**src/rtl/ppc_types.sv**
```systemverilog
// Shared PowerPC execution-unit types: decode controls, XER/CR0 update record
// and XER bit positions (LSB-indexed).
package ppc_types;

   localparam int unsigned XER_SO_BIT = 0;
   localparam int unsigned XER_OV_BIT = 1;

   typedef struct packed {
      logic mul_signed;
      logic mul_higher;
      logic alter_OV;
      logic alter_CR0;
   } mul_decode_t;

   typedef struct packed {
      logic [31:0] xer;
      logic        so;
      logic        xer_valid;
      logic        CR0_valid;
   } cond_exception_t;

endpackage

```
**src/rtl/elastic_pipe_ctrl.sv**
```systemverilog
// Valid/enable control for an elastic register pipeline: bubbles collapse under
// stall, one transfer per cycle per stage, optional flush clears all valids.
module elastic_pipe_ctrl #(
   parameter int unsigned STAGES = 4
) (
   input  logic              clk,
   input  logic              rst,
   input  logic              flush,
   input  logic              in_valid,
   output logic              in_ready,
   input  logic              out_ready,
   output logic [STAGES-1:0] valid,
   output logic [STAGES-1:0] enable
);

   if (STAGES < 2) begin : g_bad_stages
      $fatal(1, "elastic_pipe_ctrl: STAGES must be at least 2");
   end

   logic [STAGES:0]   en_chain;
   logic [STAGES-1:0] valid_prev;

   assign valid_prev = {valid[STAGES-2:0], in_valid};

   // Ready ripples back from the output, so evaluate from the last stage down.
   always_comb begin
      en_chain         = '0;
      en_chain[STAGES] = out_ready;
      for (int unsigned i = 0; i < STAGES; i++) begin
         en_chain[STAGES-1-i] = (~valid[STAGES-1-i] & valid_prev[STAGES-1-i])
                              | (valid[STAGES-1-i] & en_chain[STAGES-i]);
      end
   end

   assign enable   = en_chain[STAGES-1:0];
   assign in_ready = ~flush & (~valid[0] | en_chain[1]);

   always_ff @(posedge clk) begin
      if (rst || flush) begin
         valid <= '0;
      end else begin
         for (int unsigned k = 0; k < STAGES; k++) begin
            if (en_chain[k]) valid[k] <= valid_prev[k];
         end
      end
   end

endmodule

```
**src/rtl/mul_unit_param.sv**
```systemverilog
// Elastic pipelined multiplier for mullw/mulhw/mulhwu/mullwo with XER/CR0 side info.
// Define MUL_UNIT_FLUSH_EN to add the flush port that kills all in-flight ops.
module mul_unit_param
   import ppc_types::*;
#(
   parameter int unsigned RS_ID_WIDTH = 5,
   parameter int unsigned DATA_WIDTH  = 32,
   parameter int unsigned STAGES      = 4
) (
   input  logic                   clk,
   input  logic                   rst,
`ifdef MUL_UNIT_FLUSH_EN
   input  logic                   flush,
`endif
   input  logic                   input_valid,
   output logic                   input_ready,
   input  logic [RS_ID_WIDTH-1:0] rs_id_in,
   input  logic [4:0]             result_reg_addr_in,
   input  logic [DATA_WIDTH-1:0]  op1,
   input  logic [DATA_WIDTH-1:0]  op2,
   input  logic [31:0]            xer,
   input  mul_decode_t            control,
   output logic                   output_valid,
   input  logic                   output_ready,
   output logic [RS_ID_WIDTH-1:0] rs_id_out,
   output logic [4:0]             result_reg_addr_out,
   output logic [DATA_WIDTH-1:0]  result,
   output cond_exception_t        cr0_xer
);

   if (DATA_WIDTH < 8 || DATA_WIDTH > 64) begin : g_bad_width
      $fatal(1, "mul_unit_param: DATA_WIDTH must be in 8..64");
   end
   if (STAGES < 3) begin : g_bad_stages
      $fatal(1, "mul_unit_param: STAGES must be at least 3");
   end

   localparam int unsigned W  = DATA_WIDTH;
   localparam int unsigned PW = 2 * W + 2;
   localparam int unsigned NP = (STAGES > 3) ? STAGES - 3 : 0;
   localparam int unsigned L  = STAGES - 2;

   logic                   kill;
   logic [STAGES-1:0]      valid;
   logic [STAGES-1:0]      enable;

`ifdef MUL_UNIT_FLUSH_EN
   assign kill = flush;
`else
   assign kill = 1'b0;
`endif

   elastic_pipe_ctrl #(.STAGES(STAGES)) u_ctrl (
      .clk       (clk),
      .rst       (rst),
      .flush     (kill),
      .in_valid  (input_valid),
      .in_ready  (input_ready),
      .out_ready (output_ready),
      .valid     (valid),
      .enable    (enable)
   );

   assign output_valid = valid[STAGES-1];

   // Sideband for stages 0..STAGES-2; the last stage holds the output ports.
   logic [RS_ID_WIDTH-1:0] tag_q  [STAGES-1];
   logic [4:0]             addr_q [STAGES-1];
   logic [31:0]            xer_q  [STAGES-1];
   mul_decode_t            ctl_q  [STAGES-1];

   logic [W-1:0]           op_a_q, op_b_q;
   logic [W:0]             ext_a_q, ext_b_q;
   logic [PW-1:0]          mul_a, mul_b, product, prod_fin;

   always_ff @(posedge clk) begin
      if (rst) begin
         for (int unsigned k = 0; k < STAGES - 1; k++) begin
            tag_q[k]  <= '0;
            addr_q[k] <= '0;
            xer_q[k]  <= '0;
            ctl_q[k]  <= '0;
         end
         op_a_q  <= '0;
         op_b_q  <= '0;
         ext_a_q <= '0;
         ext_b_q <= '0;
      end else begin
         if (enable[0]) begin
            tag_q[0]  <= rs_id_in;
            addr_q[0] <= result_reg_addr_in;
            xer_q[0]  <= xer;
            ctl_q[0]  <= control;
            op_a_q    <= op1;
            op_b_q    <= op2;
         end
         if (enable[1]) begin
            ext_a_q <= {ctl_q[0].mul_signed & op_a_q[W-1], op_a_q};
            ext_b_q <= {ctl_q[0].mul_signed & op_b_q[W-1], op_b_q};
         end
         for (int unsigned k = 1; k < STAGES - 1; k++) begin
            if (enable[k]) begin
               tag_q[k]  <= tag_q[k-1];
               addr_q[k] <= addr_q[k-1];
               xer_q[k]  <= xer_q[k-1];
               ctl_q[k]  <= ctl_q[k-1];
            end
         end
      end
   end

   // W+1-bit operands already carry signedness, so a plain PW-bit product is exact.
   assign mul_a   = {{(W+1){ext_a_q[W]}}, ext_a_q};
   assign mul_b   = {{(W+1){ext_b_q[W]}}, ext_b_q};
   assign product = mul_a * mul_b;

   if (NP > 0) begin : g_prod_pipe
      logic [PW-1:0] prod_q [NP];

      always_ff @(posedge clk) begin
         if (rst) begin
            for (int unsigned j = 0; j < NP; j++) prod_q[j] <= '0;
         end else begin
            if (enable[2]) prod_q[0] <= product;
            for (int unsigned j = 1; j < NP; j++) begin
               if (enable[j+2]) prod_q[j] <= prod_q[j-1];
            end
         end
      end

      assign prod_fin = prod_q[NP-1];
   end else begin : g_prod_comb
      assign prod_fin = product;
   end

   logic            ov;
   logic [W-1:0]    res_c;
   logic [31:0]     xer_c;
   cond_exception_t ce_c;

   always_comb begin
      if (ctl_q[L].mul_signed)
         ov = ~((&prod_fin[PW-1:W-1]) | ~(|prod_fin[PW-1:W-1]));
      else
         ov = |prod_fin[PW-1:W];
      res_c = ctl_q[L].mul_higher ? prod_fin[2*W-1:W] : prod_fin[W-1:0];
      xer_c = xer_q[L];
      if (ctl_q[L].alter_OV) begin
         xer_c[XER_OV_BIT] = ov;
         xer_c[XER_SO_BIT] = xer_q[L][XER_SO_BIT] | ov;
      end
      ce_c.xer       = xer_c;
      ce_c.so        = xer_c[XER_SO_BIT];
      ce_c.xer_valid = ctl_q[L].alter_OV;
      ce_c.CR0_valid = ctl_q[L].alter_CR0;
   end

   always_ff @(posedge clk) begin
      if (rst) begin
         rs_id_out           <= '0;
         result_reg_addr_out <= '0;
         result              <= '0;
         cr0_xer             <= '0;
      end else if (enable[STAGES-1]) begin
         rs_id_out           <= tag_q[L];
         result_reg_addr_out <= addr_q[L];
         result              <= res_c;
         cr0_xer             <= ce_c;
      end
   end

endmodule

```
**config.mk**
```make
export PLATFORM = sky130hd
export DESIGN_NAME = mul_unit_param
export DESIGN_NICKNAME = d
export VERILOG_FILES = /design/src/rtl/ppc_types.sv /design/src/rtl/elastic_pipe_ctrl.sv /design/src/rtl/mul_unit_param.sv
export SDC_FILE = /design/constraint.sdc
export NUM_CORES = 2
export LEC_CHECK = 0
export CORE_MARGIN = 2
export CORE_UTILIZATION = 45
export DETAILED_ROUTE_END_ITERATION = 6
export PLACE_DENSITY = 0.64
export SLEW_MARGIN = 20
export SYNTH_ARGS = -nofsm -noshare
export SYNTH_HDL_FRONTEND = slang
export SYNTH_SLANG_ARGS = --single-unit
```
**constraint.sdc**
```tcl
create_clock -name clk -period 9.8 [get_ports clk]
set_input_delay 1.47 -clock clk [delete_from_list [all_inputs] [get_ports clk]]
set_output_delay 1.47 -clock clk [all_outputs]
set_load 0.02 [all_outputs]
```
# Word-level counts from Yosys, hierarchy flattened
# Memories as Yosys holds them, arrays and structs flattened. A register that Yosys moved wholly into a read port is not among the register bits.
# Cells that the tools add are included.
[word_totals] ramBits=204 elab_cells=86 regBits=201 mem_bits_ro=0 latchBits=0 in_bits=114 out_inout_bits=79 mem_count=5
[op_classes] muxes=28 order_cmp=0 shift=0 addsub=0 n_bitwise=35 n_div=0 n_mul=1 n_reduce_logical=4 eq_ne=0
[memory_table] memory="xer_q" depth=3 word_bits=32 read_ports=3 rd_ports_with_merged_regs=0 wr=3 line="mul_unit_param.sv:69" rtl="logic [31:0] xer_q [STAGES-1];"
[memory_table] memory="g_prod_pipe.prod_q" depth=1 word_bits=66 read_ports=1 rd_ports_with_merged_regs=0 wr=1 line="mul_unit_param.sv:118" rtl="logic [PW-1:0] prod_q [NP];"
[memory_table] memory="addr_q" depth=3 word_bits=5 read_ports=3 rd_ports_with_merged_regs=1 wr=3 line="mul_unit_param.sv:68" rtl="logic [4:0] addr_q [STAGES-1];"
[memory_table] memory="tag_q" depth=3 word_bits=5 read_ports=3 rd_ports_with_merged_regs=1 wr=3 line="mul_unit_param.sv:67" rtl="logic [RS_ID_WIDTH-1:0] tag_q [STAGES-1];"
[memory_table] memory="ctl_q" depth=3 word_bits=4 read_ports=3 rd_ports_with_merged_regs=0 wr=3 line="mul_unit_param.sv:70" rtl="mul_decode_t ctl_q [STAGES-1];"
[op_table] op="32-bit two-way mux" count=4
[op_table] op="33-bit by 33-bit multiplier with 66-bit output" count=1
[op_table] op="66-bit two-way mux" count=1
[op_table] op="66-bit OR reduction" count=1
[op_table] op="35-bit AND reduction" count=1
[op_table] op="35-bit OR reduction" count=1
[op_table] op="34-bit OR reduction" count=1
[op_table] op="5-bit two-way mux" count=6
[op_table] op="1-bit bitwise OR" count=19
[op_table] op="1-bit two-way mux" count=13
[op_table] op="4-bit two-way mux" count=3
[op_table] op="1-bit bitwise AND" count=10
[op_table] op="1-bit inverter" count=6
[op_table] op="2-bit two-way mux" count=1

# Depth between registers and ports, before layout
[depth] ltp_word=13 depth_mapped=29 depth_no_buf=27

# Modules after synthesis
# Synthesis repeated with hierarchy kept, for this count alone.
[hier_totals] hier_cells=5429 area_unflattened_um2=54194.5
[modules_own_cells] mod="mul_unit_param" cells_each=5408 area_per_inst_um2=53998.0 n_inst=1 seq_area_each_um2=10249.8
[modules_own_cells] mod="elastic_pipe_ctrl" cells_each=21 area_per_inst_um2=196.4 n_inst=1 seq_area_each_um2=80.1

# Least setup slack after synthesis
# Ideal clock, no wire load.
[synth_path] path_type="register -> register" start="reg ext_a_q[32]" end="mem g_prod_pipe.prod_q[0][65] (netlist bit) (data pin)" t_arrival_ns=7.646 period_less_slack_ns=7.905 t_required_ns=9.541 path_slack_ns=1.895 path_stages_with_launch=24 n_path_buf=2 setup_time_ns=0.259 cell_sequence="dfxtp_1 > clkbuf_1 > nand2_1 > inv_1 > fa_1 > fa_1 > fa_1 > fa_1 > fa_1 > fa_1 > inv_1 > fa_1 > fa_1 > inv_1 > ha_1 > clkbuf_1 > nand4_1 > or4_1 > nor2_1 > a211oi_1 > o21ai_1 > nor2_1 > a211o_1 > a211o_1"
[synth_between] elab_chain_cells=2
[synth_lines] item="from (decl)" line="mul_unit_param.sv:73" rtl="logic [W:0] ext_a_q, ext_b_q;"
[synth_lines] item="from (signal assigned)" line="mul_unit_param.sv:98" rtl="ext_a_q <= {ctl_q[0].mul_signed & op_a_q[W-1], op_a_q};"
[synth_lines] item="33-bit by 33-bit multiplier with 66-bit output" line="mul_unit_param.sv:115" rtl="assign product = mul_a * mul_b;"
[synth_lines] item="66-bit two-way mux (no source line)"
[synth_lines] item="to (decl)" line="mul_unit_param.sv:118"
# Every way passes these cells.

# Worst setup path after layout
[layout_path] start="reg ext_a_q[32]" end="mem g_prod_pipe.prod_q[0][60] (netlist bit) (data pin)"
# The elaborated chain is that of the path after synthesis.

==> results.md <==
Run status:
- The flow ran to the end, and the final reports show no timing, DRC or antenna violations.

Place:
- The post-place setup slack is 1.06 ns.
- The post-DP HPWL is 114 mm.
- At the end of routability-driven placement, the weighted congestion stood at 0.925.
- Once placement finished, the instance area stood at 58,000 um2.
- The number of placed instances, taps included is 7,245.
- The quantity of I/O buffers inserted on ports is 192.

Timing:
- The setup slack of the critical path after layout is 1.01 ns.
- The final critical path time including I/O delays and setup is 8.79 ns.
- Hold is met by 0.439 ns.
- Derived from the worst setup path, the maximum achievable clock frequency is 114 MHz.
- For the pin with the worst max-slew slack, the measured transition is 1.19 ns.
- After routing, the total negative slack on setup checks comes to 0 ns.
- Setup repair after global routing left no endpoint under its margin.
- The setup clock skew after layout is 0.0203 ns.
- Headroom to the max-slew limit came out at 20.2%.
- The worst path uses 89.7% of the clock period.
- Setup violations remaining at the end of the flow were counted as 0.
- The count of pins over their slew limit is 0.
- The number of endpoints with negative hold slack in the final report is 0.

Critical path:
- The endpoint arrival time on the critical path is 9.09 ns.
- STA classifies the critical path endpoint as a register.
- On the worst path, the slowest cell contributes a delay of 0.96 ns.
- The peak fanout along the critical path is 24.
- The setup path with the least slack is of type register to register.
- The signal on the critical path passes through buf_4 -> nand2_1 -> inv_1 -> fa_1 -> fa_1 -> fa_1 -> buf_4 -> inv_1 -> fa_1 -> fa_1 -> fa_1 -> fa_1 -> fa_1 -> inv_1 -> ha_1 -> nand4_1 -> nor4_2 -> and2_1 -> nand2_1 -> a21oi_2 -> nor4_2 -> nor3_2 -> mux2i_1 -> o311ai_1.
- The dominant cell type by count on the critical path is sky130_fd_sc_hd__fa_1.
- The required time at the worst-slack endpoint is 10.11 ns.
- Together, buffers and inverters on the worst path number 5.
- The type of element launching the critical path is a register.
- The slowest stage of the critical path is the sky130_fd_sc_hd__dfxtp_1 cell.
- On the critical path the largest part of the delay comes from adder cells.

Global routing:
- The number of global-route vias before repair is 40,500.
- The largest net degree at the start of global routing is 104.
- The first-pass GRT wire length is 230 mm.
- The overflow left after global routing is 0.
- The overall fraction of global-route tracks in use is 24.0%.
- The initial antenna violation count was 4.

Clock tree:
- The root buffer cell is sky130_fd_sc_hd__clkbuf_16.
- The later-pin clock latency in the skew report is 0.59 ns.
- The clock tree from TritonCTS is built.
- Buffers inserted to repair hold after CTS numbered 0.
- The post-cts sizing count is 0.
- The H-tree was split into 2 levels.
- After clock tree synthesis, the clock-pin slew on the worst setup and hold paths is 0.07 ns.
- The number of setup buffers added after CTS is 0.
- The largest buffer count on any clock path is 3.
- The TritonCTS sink count is 414.
- Buffers inserted during clock tree synthesis total 45.

Drt:
- The count of routing violations after the opening detailed-route iteration is 2,264.
- In the final routed layout, each cell accounts on average for 19.3 um.
- The total wire length is 142 mm.
- The vias after detailed routing is 37,400.
- The first detailed-routing pass ran for 5 iterations.
- The via count normalized by instance count is 5.10.
- After detailed routing, the number of remaining DRC violations is 0.
- Once detail routing completed, the nets flagged for antenna violations numbered 0.

Floorplan:
- For this design the top-level I/O count stands at 193.
- The number of standard-cell rows in the floorplan is 127.
- The width of the die is 351 um.
- The initial core utilization is 45.3%.
- The area of the placeable core is 120,000 um2.
- The die is 351 um tall.
- The area enclosed by the die boundary is 123,000 um2.

Yosys:
- The number of enable-type register cells in the synthesized netlist is 204.
- The proportion of synthesized chip area in sequential cells is 19.0%.
- The cell count after synthesis came out at 5,641.
- The net count of the mapped netlist is 7,117.
- The synthesized flop and latch total is 414.
- The count of distinct cell types in the synthesized netlist is 75.
- The async set-reset flop share out of synthesis is 0%.
- The most used flip-flop cell after synthesis is sky130_fd_sc_hd__dfxtp_1.
- The post-synthesis instance area is 54,300 um2.
- The total of warnings raised by yosys is 0.
- A synthesized cell averages 9.62 um2.

Cells and area:
- The number of filler cells placed in the layout is 11,200.
- The total number of nets in the final design is 7,157.
- The post-layout instance area is 59,500 um2.
- The final instance count without filler cells is 7,331.
- Cells fill 49.6% of the core in the end.
- Summing all multi-input logic gate instances after layout gives 38,500 um2.
- In the final layout, the share of cells above drive strength 1 is 4.34%.
- The sequential cell area is 10,300 um2.
- The layout overhead on the synthesized area is 9.61%.

Power and ir drop:
- In this run the static leakage power is 28.4 nW.
- The ratio of total power to cell area is 72.3 nW/um2.
- Across the VDD grid, the largest voltage drop is 0.000108 V.
- Total power for the finished layout comes to 4.30 mW.

Flow run:
- Across the run, the number of max-cap violations was 0.

Hold path:
- The type of the most critical hold path is register to register.
-- per-layer routing --
| metal | up-vias | share of wire (%) | track usage, % |
|---|---|---|---|
| li1 | 16800 | - | - |
| met1 | 19400 | 42 | 31.7 |
| met2 | 968 | 50 | 41.7 |
| met3 | 231 | 5.2 | 2.87 |
| met4 | 0 | 3.0 | 6.52 |
| met5 | - | 0 | 0 |
-- cells in the final DEF, fill, tap and decap left out, drive strengths merged, types with 19 or more instances in the layout --
cell type,count
a211oi,45
xnor2,38
xor2,19
a21oi,238
inv,1144
dfxtp,210
buf,120
mux2i,35
clkbuf,53
clkinv,23
o21ai,31
fa,1145
clkdlybuf4s50,191
nor2,141
nand4,28
edfxtp,204
a21o,40
nand2,887
ha,217
nor3,24
and2,710
-- cells by family after synthesis --
family | after synthesis | synth area share [%]
AO/OA/AOI/OAI | 444 | 5.21
XOR/XNOR | 57 | 0.920
adder cells (fa/ha/maj) | 1362 | 47.2
buffers and inverters | 1460 | 10.1
flip-flops | 414 | 19.0
multiplexers | 36 | 0.666
AND/OR/NAND/NOR | 1868 | 16.8
-- Yosys cell counts (all sizes together), types with 38 or more instances --
master  instances  area, um2
a211oi         45        343
a21o           40        303
a21oi         238       1200
and2          710       4440
clkbuf        307       1150
dfxtp         210       4200
edfxtp        204       6130
fa           1145      22900
ha            217       2720
inv          1142       4290
nand2         887       3330
nor2          141        532
xnor2          38        333
-- where the power goes --
| part | switching, mW | internal, mW | total [mW] |
|---|---|---|---|
| clock | 0.745 | 0.948 | 1.69 |
| sequential | 0.0914 | 1.92 | 2.02 |
| combinational | 0.371 | 0.218 | 0.590 |
| total | 1.21 | 3.09 | 4.30 |
-- flip-flops by register name, summed over array words and instances, names as in the netlist, 15 cells and up --
signal / flops
addr_q: 15
cr0_xer: 34
ext_a_q: 33
ext_b_q: 33
g_prod_pipe.prod_q: 66
op_a_q: 32
op_b_q: 32
result: 32
tag_q: 15
xer_q: 96
-- path summary, 6_finish.rpt --
| check | from | end | slack [ns] | depth (start not counted) |
|---|---|---|---|---|
| worst max-delay path | ext_a_q[32] | g_prod_pipe.prod_q[0][60] | 1.01 | 24 |
| worst min-delay path | op_b_q[24] | ext_b_q[24] | 0.44 | 2 |
| worst max register to register | ext_a_q[32] | g_prod_pipe.prod_q[0][60] | 1.01 | 24 |
| worst min register to register | op_b_q[24] | ext_b_q[24] | 0.44 | 2 |
-- worst reg2reg max path: stages (launching register included) --
cell	delay [ns]
sky130_fd_sc_hd__dfxtp_1	0.96
sky130_fd_sc_hd__buf_4	0.30
sky130_fd_sc_hd__nand2_1	0.08
sky130_fd_sc_hd__inv_1	0.16
sky130_fd_sc_hd__fa_1	0.50
sky130_fd_sc_hd__fa_1	0.57
sky130_fd_sc_hd__fa_1	0.63
sky130_fd_sc_hd__buf_4	0.25
sky130_fd_sc_hd__inv_1	0.12
sky130_fd_sc_hd__fa_1	0.57
sky130_fd_sc_hd__fa_1	0.45
sky130_fd_sc_hd__fa_1	0.57
sky130_fd_sc_hd__fa_1	0.43
sky130_fd_sc_hd__fa_1	0.49
sky130_fd_sc_hd__inv_1	0.05
sky130_fd_sc_hd__ha_1	0.45
sky130_fd_sc_hd__nand4_1	0.19
sky130_fd_sc_hd__nor4_2	0.46
sky130_fd_sc_hd__and2_1	0.21
sky130_fd_sc_hd__nand2_1	0.07
sky130_fd_sc_hd__a21oi_2	0.27
sky130_fd_sc_hd__nor4_2	0.13
sky130_fd_sc_hd__nor3_2	0.27
sky130_fd_sc_hd__mux2i_1	0.22
sky130_fd_sc_hd__o311ai_1	0.11
-- area by class of cell --
type / instances / share of cell area (%)
clock buffer: 53 / 1.98
inverter: 1142 / 7.21
clock inverter: 30 / 0.469
antenna: 2 / 0.00841
multi-input combinational: 3767 / 64.8
sequential: 414 / 17.4
timing repair buffer: 311 / 4.80
tap: 1612 / 3.39
(Power assumes the default switching activity.)
